==> config.mk <==
export PLATFORM = sky130hd
export DESIGN_NAME = alu_issue_ctrl
export DESIGN_NICKNAME = d
export VERILOG_FILES = /design/src/rtl/alu_pkg.sv /design/src/rtl/alu_regfile.sv /design/src/rtl/alu_issue_ctrl.sv
export SDC_FILE = /design/constraint.sdc
export NUM_CORES = 1
export LEC_CHECK = 0
export ABC_AREA = 1
export CORE_MARGIN = 3
export CORE_UTILIZATION = 50
export CTS_CLUSTER_DIAMETER = 50
export CTS_CLUSTER_SIZE = 16
export DETAILED_ROUTE_END_ITERATION = 8
export PLACE_DENSITY = 0.89
export SETUP_SLACK_MARGIN = 0.5
export SLEW_MARGIN = 20
export SYNTH_ARGS = -nofsm -noshare
export SYNTH_HDL_FRONTEND = slang
export SYNTH_SLANG_ARGS = --single-unit
export TNS_END_PERCENT = 5
==> constraint.sdc <==
create_clock -name clk -period 2 [get_ports clk]
set_clock_uncertainty 0.1 [all_clocks]
set_input_delay 0.4 -clock clk [delete_from_list [all_inputs] [get_ports clk]]
set_output_delay 0.4 -clock clk [all_outputs]
set_load 0.02 [all_outputs]
==> src/rtl/alu_pkg.sv <==
// alu_pkg: shared constants and types for the Alu issue controller.
//   OP_*          Alu opcodes understood by the controller (0..OP_MAX_VALID)
//   FLG_*         bit positions inside the {Z,C,N} status register
//   state_t       issue FSM states
//   op_is_valid   true when an opcode is one the Alu really implements
package alu_pkg;

  localparam logic [7:0] OP_AND       = 8'd0;
  localparam logic [7:0] OP_OR        = 8'd1;
  localparam logic [7:0] OP_ADD       = 8'd2;
  localparam logic [7:0] OP_SUB       = 8'd3;
  localparam logic [7:0] OP_XOR       = 8'd4;
  localparam logic [7:0] OP_MAX_VALID = 8'd4;

  localparam int FLG_Z = 2;
  localparam int FLG_C = 1;
  localparam int FLG_N = 0;

  typedef enum logic [1:0] {
    S_IDLE,
    S_ISSUE,
    S_RESP
  } state_t;

  function automatic logic op_is_valid(input logic [7:0] op);
    return (op <= OP_MAX_VALID);
  endfunction

endpackage

==> src/rtl/alu_regfile.sv <==
// alu_regfile: NREGS x DATA_W register file.
//   clk, rst          clock, synchronous active-high reset (clears every entry)
//   i_we/i_waddr/i_wdata   single synchronous write port
//   i_raddr_a/o_rdata_a    asynchronous read port A
//   i_raddr_b/o_rdata_b    asynchronous read port B
module alu_regfile
  import alu_pkg::*;
#(
  parameter  int NREGS  = 4,
  parameter  int DATA_W = 8,
  localparam int RA_W   = $clog2(NREGS)
) (
  input  logic              clk,
  input  logic              rst,
  input  logic              i_we,
  input  logic [RA_W-1:0]   i_waddr,
  input  logic [DATA_W-1:0] i_wdata,
  input  logic [RA_W-1:0]   i_raddr_a,
  output logic [DATA_W-1:0] o_rdata_a,
  input  logic [RA_W-1:0]   i_raddr_b,
  output logic [DATA_W-1:0] o_rdata_b
);

  logic [NREGS-1:0][DATA_W-1:0] r_mem;

  always_ff @(posedge clk) begin
    if (rst) begin
      r_mem <= '0;
    end else if (i_we) begin
      r_mem[i_waddr] <= i_wdata;
    end
  end

  assign o_rdata_a = r_mem[i_raddr_a];
  assign o_rdata_b = r_mem[i_raddr_b];

endmodule

==> src/rtl/alu_issue_ctrl.sv <==
// alu_issue_ctrl: sequences one instruction at a time through an external
// combinational Alu.
//   clk, rst                      clock, synchronous active-high reset
//   ld_en/ld_addr/ld_data         direct register load (honoured in IDLE only)
//   instr_valid/instr_ready       instruction handshake
//   instr_op/rd/rs1/rs2           opcode and register addresses
//   alu_opcode/alu_a/alu_b        registered Alu inputs
//   alu_result/zero/carry/negative Alu outputs, captured during ISSUE
//   done_valid/done_ready         completion handshake
//   done_result/done_err          captured result, unsupported-opcode marker
//   flags                         {Z,C,N} status register
module alu_issue_ctrl
  import alu_pkg::*;
#(
  parameter  int NREGS  = 4,
  parameter  int DATA_W = 8,
  localparam int RA_W   = $clog2(NREGS)
) (
  input  logic              clk,
  input  logic              rst,
  input  logic              ld_en,
  input  logic [RA_W-1:0]   ld_addr,
  input  logic [DATA_W-1:0] ld_data,
  input  logic              instr_valid,
  output logic              instr_ready,
  input  logic [7:0]        instr_op,
  input  logic [RA_W-1:0]   instr_rd,
  input  logic [RA_W-1:0]   instr_rs1,
  input  logic [RA_W-1:0]   instr_rs2,
  output logic [7:0]        alu_opcode,
  output logic [DATA_W-1:0] alu_a,
  output logic [DATA_W-1:0] alu_b,
  input  logic [DATA_W-1:0] alu_result,
  input  logic              alu_zero,
  input  logic              alu_carry,
  input  logic              alu_negative,
  output logic              done_valid,
  input  logic              done_ready,
  output logic [DATA_W-1:0] done_result,
  output logic              done_err,
  output logic [2:0]        flags
);

  state_t            r_state, w_state_nxt;
  logic [RA_W-1:0]   r_rd;

  logic              w_accept;
  logic              w_op_ok;
  logic              w_done_fire;
  logic              w_rf_we;
  logic [RA_W-1:0]   w_rf_waddr;
  logic [DATA_W-1:0] w_rf_wdata;
  logic [DATA_W-1:0] w_rs1_data;
  logic [DATA_W-1:0] w_rs2_data;

  // A load in the same cycle wins over an instruction offer, so back-pressure it.
  assign instr_ready = (r_state == S_IDLE) && !ld_en;
  assign w_accept    = instr_valid && instr_ready;
  assign w_op_ok     = op_is_valid(alu_opcode);
  assign w_done_fire = done_valid && done_ready;

  // Write port is shared: direct loads in IDLE, Alu writeback in ISSUE.
  always_comb begin
    w_rf_we    = 1'b0;
    w_rf_waddr = '0;
    w_rf_wdata = '0;
    if (r_state == S_IDLE && ld_en) begin
      w_rf_we    = 1'b1;
      w_rf_waddr = ld_addr;
      w_rf_wdata = ld_data;
    end else if (r_state == S_ISSUE && w_op_ok) begin
      w_rf_we    = 1'b1;
      w_rf_waddr = r_rd;
      w_rf_wdata = alu_result;
    end
  end

  alu_regfile #(
    .NREGS  (NREGS),
    .DATA_W (DATA_W)
  ) u_rf (
    .clk       (clk),
    .rst       (rst),
    .i_we      (w_rf_we),
    .i_waddr   (w_rf_waddr),
    .i_wdata   (w_rf_wdata),
    .i_raddr_a (instr_rs1),
    .o_rdata_a (w_rs1_data),
    .i_raddr_b (instr_rs2),
    .o_rdata_b (w_rs2_data)
  );

  always_ff @(posedge clk) begin
    if (rst) r_state <= S_IDLE;
    else     r_state <= w_state_nxt;
  end

  always_comb begin
    w_state_nxt = r_state;
    unique case (r_state)
      S_IDLE:  if (w_accept)    w_state_nxt = S_ISSUE;
      S_ISSUE:                  w_state_nxt = S_RESP;
      S_RESP:  if (w_done_fire) w_state_nxt = S_IDLE;
      default:                  w_state_nxt = S_IDLE;
    endcase
  end

  // Operands are sampled at accept, so rd==rs1/rs2 always sees the old value.
  always_ff @(posedge clk) begin
    if (rst) begin
      alu_opcode  <= '0;
      alu_a       <= '0;
      alu_b       <= '0;
      r_rd        <= '0;
      done_valid  <= 1'b0;
      done_result <= '0;
      done_err    <= 1'b0;
      flags       <= '0;
    end else begin
      unique case (r_state)
        S_IDLE: begin
          if (w_accept) begin
            alu_opcode <= instr_op;
            alu_a      <= w_rs1_data;
            alu_b      <= w_rs2_data;
            r_rd       <= instr_rd;
          end
        end
        S_ISSUE: begin
          done_result <= alu_result;
          done_valid  <= 1'b1;
          done_err    <= !w_op_ok;
          if (w_op_ok) begin
            flags[FLG_Z] <= alu_zero;
            flags[FLG_C] <= alu_carry;
            flags[FLG_N] <= alu_negative;
          end
        end
        S_RESP: begin
          if (w_done_fire) done_valid <= 1'b0;
        end
        default: ;
      endcase
    end
  end

endmodule

==> load_flow_metrics.sql, run 1 <==
INSERT INTO impl_metrics (metric_group, metric, value, unit) VALUES
('routing', 'drcViolationCount', '0', ''),
('synth', 'syn_avg_cell_area', '7.02', 'um^2'),
('synth', 'syn-num-nets', '528', ''),
('placed_design', 'detailedPlacementHpwl', '6480', 'um'),
('synth', 'ys_types', '26', ''),
('critical_path', 'crit_arrival', '1.23', 'ns'),
('timing', 'slew-limit-headroom', '73.0', '%'),
('grt', 'vias_in_the_first_global_route', '3423', ''),
('floorplan', 'row_count', '29', ''),
('grt', 'grt_pass1_wl', '16300', 'um'),
('floorplan', 'floorplan.die_area', '0.00788', 'mm^2'),
('timing', 'tightestPinTransition', '0.402', 'ns'),
('clocking', 'cts-root-buf', 'clkbuf_8', ''),
('synth', 'synth_area_leader_cell', 'dfxtp_1', ''),
('timing', 'share_of_the_cycle_needed_by_the_critical_path_after_routing', '86.6', '%'),
('pwr', 'power_leakage', '0.00219', 'uW'),
('pwr', 'power.density', '818', 'mW/mm^2'),
('hold_path', 'hp-class', 'register to register', ''),
('clocking', 'clkLatencyLatePin', '0.36', 'ns'),
('cells_and_area', 'antenna-diode-count', '0', ''),
('floorplan', 'effective_utilization_at_floorplan', '52.8', '%'),
('critical_path', 'critical_path_class', 'register to output port', ''),
('cells_and_area', 'mostFrequentLayoutCells', '73 x nand2_1, 72 x nor2_1, 70 x o21ai_0', ''),
('timing', 'fin_worst_hold_slack', '0.383', 'ns'),
('synth', 'yosys_warnings', '0', ''),
('synth', 'synth_sequential_area_ratio', '42.6', '%'),
('critical_path', 'worstPathMaxFanout', '3', ''),
('synth', 'syn_inst', '488', ''),
('clocking', 'clkSlewWorstSetupHoldPaths', '0.08', 'ns'),
('synth', 'ys_seq_elements', '73', ''),
('cells_and_area', 'layout.core_utilization', '73.3', '%'),
('critical_path', 'worst-endpoint-required', '1.50', 'ns'),
('timing', 'report.final.hold_viol_count', '0', ''),
('pwr', 'vdd_ir_drop_max', '0.000497', 'V'),
('timing', 'post-route-min-period', '1.73', 'ns'),
('placed_design', 'final_weighted_congestion_in_routability_driven_placement', '0.825', ''),
('pwr', 'total_power', '3890', 'uW'),
('clocking', 'clkSinkCount', '73', ''),
('floorplan', 'die_width', '88.8', 'um'),
('routing', 'first_iter_violations', '389', ''),
('timing', 'setup_repair_after_global_routing_missed_its_margin', 'true', ''),
('grt', 'grt_start_max_net_pins', '50', ''),
('clocking', 'clock_tree_from_tritoncts', 'yes', ''),
('cells_and_area', 'drive_gt1_share', '14.4', '%'),
('routing', 'vias', '3752', ''),
('grt', 'global_route.usage.total', '26.6', '%'),
('routing', 'drt-wirelength-per-cell', '15.6', 'um'),
('grt', 'grt_antenna_before_repair', '0', ''),
('routing', 'drtAntennaViolNets', '0', ''),
('synth', 'synth.top_cell.area_share', '42.6', '%'),
('clocking', 'cts_buffer_depth', '2', ''),
('placed_design', 'placement.cell_area', '0.00435', 'mm^2'),
('critical_path', 'worstSetupStartpointType', 'register', ''),
('routing', 'detail_route.first_pass.iterations', '5', ''),
('placed_design', 'port-buffer-count', '77', ''),
('synth', 'yosys-top-cells-area', 'dfxtp_1 43%, o21ai_0 12%, nand2_1 8.2%', ''),
('cells_and_area', 'post-route-cell-area', '0.00476', 'mm^2'),
('cells_and_area', 'flow.area_growth_from_synthesis', '38.8', '%'),
('routing', 'wirelength', '10300', 'um'),
('routing', 'vias_per_cell', '5.69', ''),
('clocking', 'tritoncts.num_buffers', '9', ''),
('floorplan', 'area_of_the_core', '0.00649', 'mm^2'),
('timing', 'timing.final.setup_violations', '0', ''),
('floorplan', 'ioPinCount', '78', ''),
('synth', 'syn_area', '0.00343', 'mm^2'),
('run', 'maxCapViolations', '0', ''),
('timing', 'timing.final.max_slew_violations', '0', ''),
('critical_path', 'setup.worst_path.end_class', 'output port', ''),
('cells_and_area', 'design.final.nets', '617', ''),
('cells_and_area', 'layout.filler_cells', '470', ''),
('outcome', 'run_status', 'finished clean', ''),
('floorplan', 'die_height', '88.8', 'um'),
('clocking', 'cts_max_level', '3', ''),
('grt', 'overflow', '0', ''),
('cells_and_area', 'final_common_cell', 'nand2_1', ''),
('timing', 'achievable-frequency', '577', 'MHz');
through the flow:
step	setup TNS (ns)	std cells	worst slack (ns)
final	0	659	0.268
after floorplan	0	488	0.470
after CTS	0	658	0.335
after detailed placement	-4.30	633	-0.220
after global placement	-2.39	633	-0.129
after global routing	0	659	0.214
final timing paths:
path	startpoint	cells after the start	endpoint	slack, ns
hold / removal	alu_opcode[6]	2	alu_opcode[6]	0.38
setup / recovery	r_state[1]	3	instr_ready	0.27
setup reg to reg	r_state[0]	9	u_rf.r_mem[10]	0.28
hold reg to reg	alu_opcode[6]	2	alu_opcode[6]	0.38
flip-flops by register name, summed over array words and instances, names as in the netlist:
| name | cells |
|---|---|
| alu_a | 8 |
| r_state | 2 |
| flags | 3 |
| done_valid | 1 |
| done_err | 1 |
| u_rf.r_mem | 32 |
| done_result | 8 |
| alu_b | 8 |
| alu_opcode | 8 |
| r_rd | 2 |
power by group:
part / internal, uW / switching (uW)
clock: 900 / 560
sequential: 1560 / 65.6
combinational: 327 / 485
worst max-delay path, cell delays in order (launching register included):
cell,delay (ns)
dfxtp_4,0.37
buf_4,0.14
nor3_4,0.18
buf_2,0.19
cell type report:
type | instances | area, um^2 | area share, %
Clock buffer | 12 | 155 | 3.26
Clock inverter | 4 | 98.8 | 2.08
Inverter | 57 | 221 | 4.65
Multi-Input combinational cell | 334 | 1730 | 36.3
Sequential cell | 73 | 1470 | 30.9
Tap cell | 77 | 96.3 | 2.02
Timing Repair Buffer | 102 | 988 | 20.8
metal layers:
| metal | GRT usage [%] | routed length, um |
|---|---|---|
| met4 | 11.8 | 346 |
| met3 | 3.07 | 683 |
| met1 | 33.9 | 4360 |
| met2 | 45.3 | 4910 |
| met5 | 0 | 0 |
cells in the mapped netlist (all sizes together):
library cell	n
clkinv	1
nand3	4
nor3	8
buf	13
a31oi	17
a21oi	45
inv	56
nand2	84
dfxtp	73
clkbuf	14
o21ai	84
nor2	77
o211ai	12
what timing repair did:
item                                    in CTS  in global routing
endpoints found under the setup margin      74                 78
pin swaps                                   10                  8
gates cloned                                 3                  0
gates resized for setup                     74                 14
hold buffers                                 0                  0
buffers inserted                             6                  1
cell families (layout without fill, tap and decap cells):
logic type             Yosys count  count (layout)  share of synthesized area [%]
AOI/OAI and AO/OA              158             158                           25.3
buffers and inverters           84             175                           10.5
DFF                             73              73                           42.6
and+or+nand+nor                173             176                           21.5
Power figures use the tool's default switching activity.
==> run 2, diff against run 1 <==
--- a/config.mk
+++ b/config.mk
@@ -6,6 +6,7 @@
 export NUM_CORES = 1
 export LEC_CHECK = 0
 export ABC_AREA = 1
+export CAP_MARGIN = 20
 export CORE_MARGIN = 3
 export CORE_UTILIZATION = 50
 export CTS_CLUSTER_DIAMETER = 50
@@ -13,6 +14,7 @@
 export DETAILED_ROUTE_END_ITERATION = 8
 export PLACE_DENSITY = 0.89
 export SETUP_SLACK_MARGIN = 0.5
+export SKIP_CTS_REPAIR_TIMING = 1
 export SLEW_MARGIN = 20
 export SYNTH_ARGS = -nofsm -noshare
 export SYNTH_HDL_FRONTEND = slang
==> run 2 against run 1 <==
  * Sequential power barely moved
  * Flip-flop and latch count is the same
  * Sequential share of layout area increased by 0.20 points
  * Register-to-register slack about the same
  * First-iteration DRC count shrank 28%
  * Hold slack lost 0.0041 ns
==> load_flow_metrics.sql, run 2 (same netlist as run 1, synthesis figures left out) <==
INSERT INTO impl_metrics (metric_group, metric, value, unit) VALUES
('outcome', 'run_status', 'finished clean', ''),
('clocking', 'clkSlewWorstSetupHoldPaths', '0.08', 'ns'),
('timing', 'fin_worst_hold_slack', '0.379', 'ns'),
('critical_path', 'slowest_delay', '0.63', 'ns'),
('routing', 'met1_length', '4140', 'um'),
('clocking', 'clkSinkCount', '73', ''),
('grt', 'global_route.usage.total', '24.6', '%'),
('routing', 'detailroute.wirelength.met2', '4630', 'um'),
('critical_path', 'crit_arrival', '1.36', 'ns'),
('routing', 'drtAntennaViolNets', '0', ''),
('timing', 'timing.final.max_slew_violations', '0', ''),
('cells_and_area', 'finalNonFillerCells', '655', ''),
('critical_path', 'worstSetupStartpointType', 'register', ''),
('hold_path', 'min_to', 'done_valid', ''),
('critical_path', 'worstPathMaxFanout', '3', ''),
('timing', 'post-route-min-period', '1.86', 'ns'),
('placed_design', 'detailedPlacementHpwl', '6480', 'um'),
('floorplan', 'die_width', '88.8', 'um'),
('clocking', 'cts-root-buf', 'clkbuf_8', ''),
('pwr', 'total_power', '3870', 'uW'),
('timing', 'tightestPinTransition', '0.405', 'ns'),
('cells_and_area', 'drive_gt1_share', '12.1', '%'),
('floorplan', 'die_height', '88.8', 'um'),
('critical_path', 'worst_r2r_startpoint', 'r_state[1]', ''),
('pwr', 'power.density', '820', 'mW/mm^2'),
('routing', 'met3WireLength', '684', 'um'),
('timing', 'timing.final.setup_violations', '0', ''),
('routing', 'vias', '3637', ''),
('critical_path', 'critical_path.slowest_cell', 'clkdlybuf4s50_1', ''),
('cells_and_area', 'register_with_the_most_flip_flops', 'u_rf.r_mem', ''),
('critical_path', 'worst-endpoint-required', '1.50', 'ns'),
('clocking', 'tritoncts.num_buffers', '9', ''),
('critical_path', 'cp_top_family', 'buffers and inverters', ''),
('placed_design', 'final_weighted_congestion_in_routability_driven_placement', '0.825', ''),
('floorplan', 'area_of_the_core', '0.00649', 'mm^2'),
('pwr', 'vdd_ir_drop_max', '0.000474', 'V'),
('run', 'maxCapViolations', '0', ''),
('clocking', 'clkLatencyLatePin', '0.35', 'ns'),
('clocking', 'clock_tree_from_tritoncts', 'yes', ''),
('floorplan', 'ioPinCount', '78', ''),
('cells_and_area', 'sequential_cell_area', '0.00147', 'mm^2'),
('timing', 'achievable-frequency', '537', 'MHz'),
('routing', 'wirelength', '9590', 'um'),
('timing', 'report.final.hold_viol_count', '0', ''),
('timing', 'worst_slack', '0.136', 'ns'),
('hold_path', 'hp-class', 'register to register', ''),
('critical_path', 'worstReg2RegEnd', 'u_rf.r_mem[13]', ''),
('placed_design', 'dpl.cell_count', '633', ''),
('clocking', 'cts_buffer_depth', '2', ''),
('floorplan', 'row_count', '29', ''),
('floorplan', 'effective_utilization_at_floorplan', '52.8', '%'),
('grt', 'grt_start_max_net_pins', '50', ''),
('critical_path', 'regToRegSetupSlack', '0.29', 'ns'),
('floorplan', 'floorplan.die_area', '0.00788', 'mm^2'),
('critical_path', 'critical_path_class', 'register to output port', ''),
('hold_path', 'worst_hold_startpoint', 'done_valid', ''),
('routing', 'vias_per_cell', '5.55', ''),
('grt', 'vias_in_the_first_global_route', '3314', ''),
('routing', 'drcViolationCount', '0', ''),
('timing', 'slew-limit-headroom', '72.7', '%'),
('grt', 'overflow', '0', ''),
('cells_and_area', 'antenna-diode-count', '0', ''),
('cells_and_area', 'mostFrequentLayoutCells', '75 x nand2_1, 74 x nor2_1, 73 x o21ai_0, 73 x clkdlybuf4s50_1, 70 x dfxtp_1', ''),
('routing', 'detail_route.first_pass.iterations', '5', ''),
('routing', 'first_iter_violations', '280', ''),
('critical_path', 'setup.worst_path.end_class', 'output port', ''),
('critical_path', 'worst_r2r_path_depth', '9', ''),
('critical_path', 'worstPathBufferInverterCount', '1', ''),
('timing', 'share_of_the_cycle_needed_by_the_critical_path_after_routing', '93.2', '%'),
('grt', 'grt_antenna_before_repair', '0', ''),
('grt', 'grt_pass1_wl', '15100', 'um'),
('cells_and_area', 'area_used_by_multi_input_combinational_logic', '0.00165', 'mm^2'),
('hold_path', 'cell_depth_of_the_worst_hold_path', '1', ''),
('clocking', 'cts_max_level', '3', ''),
('cells_and_area', 'layout.filler_cells', '461', ''),
('cells_and_area', 'design.final.nets', '613', ''),
('timing', 'setup_repair_after_global_routing_missed_its_margin', 'true', ''),
('cells_and_area', 'final_common_cell', 'nand2_1', ''),
('pwr', 'power_leakage', '0.00205', 'uW'),
('routing', 'drt-wirelength-per-cell', '14.6', 'um'),
('placed_design', 'dpl_worst_slack', '-0.220', 'ns'),
('placed_design', 'port-buffer-count', '77', ''),
('critical_path', 'timing.critical_path.cells', 'clkdlybuf4s50_1', ''),
('cells_and_area', 'flow.area_growth_from_synthesis', '37.8', '%'),
('timing', 'setup_tns', '0', 'ns'),
('cells_and_area', 'largest_register_ffs', '32', ''),
('routing', 'route.top_layer_used', 'met4', '');
-- run 2: cell types whose count changed in the layout (fill, tap and decap cells not counted), sizes merged --
| cell | before | now |
|---|---|---|
| clkdlybuf4s50 | 38 | 73 |
| nand2 | 87 | 84 |
| dlygate4sd2 | 37 | 0 |
| buf | 27 | 24 |
| dlymetal6s2s | 0 | 4 |
-- run 2: layout make-up --
class	instances	area share [%]
Tap cell	77	2.04
Sequential cell	73	31.1
Clock buffer	12	3.28
Inverter	57	4.64
Multi-Input combinational cell	331	35.0
Timing Repair Buffer	101	21.8
Clock inverter	4	2.09
-- run 2: stage by stage --
stage | utilization, % | cell area (um^2)
after floorplan | - | 3430
after global placement | 66.9 | 4350
after detailed placement | 66.9 | 4350
after CTS | 70.8 | 4600
after global routing | 72.7 | 4720
final | 72.7 | 4720
-- run 2: worst max path at each step --
stage	start	endpoint	slack (ns)	cells after the start
6_report	alu_opcode[7]	alu_opcode[7]	0.14	1
5_1_grt	alu_opcode[7]	alu_opcode[7]	0.08	1
4_1_cts	ld_en	instr_ready	-0.15	3
3_5_place_dp	ld_en	u_rf.r_mem[5]	-0.22	7
3_3_place_gp	ld_en	instr_ready	-0.13	3
2_1_floorplan	r_state[1]	u_rf.r_mem[0]	0.47	8
-- run 2: routing by layer --
| layer | up-vias | track usage [%] |
|---|---|---|
| met5 | - | 0 |
| met4 | 0 | 11.4 |
| met3 | 17 | 4.38 |
| met2 | 170 | 41.0 |
| met1 | 1680 | 30.8 |
| li1 | 1770 | - |
-- run 2: power breakdown --
| group | switching, uW | total [uW] | internal [uW] |
|---|---|---|---|
| Sequential | 63.6 | 1620 | 1560 |
| Clock | 553 | 1450 | 900 |
| Combinational | 454 | 802 | 348 |
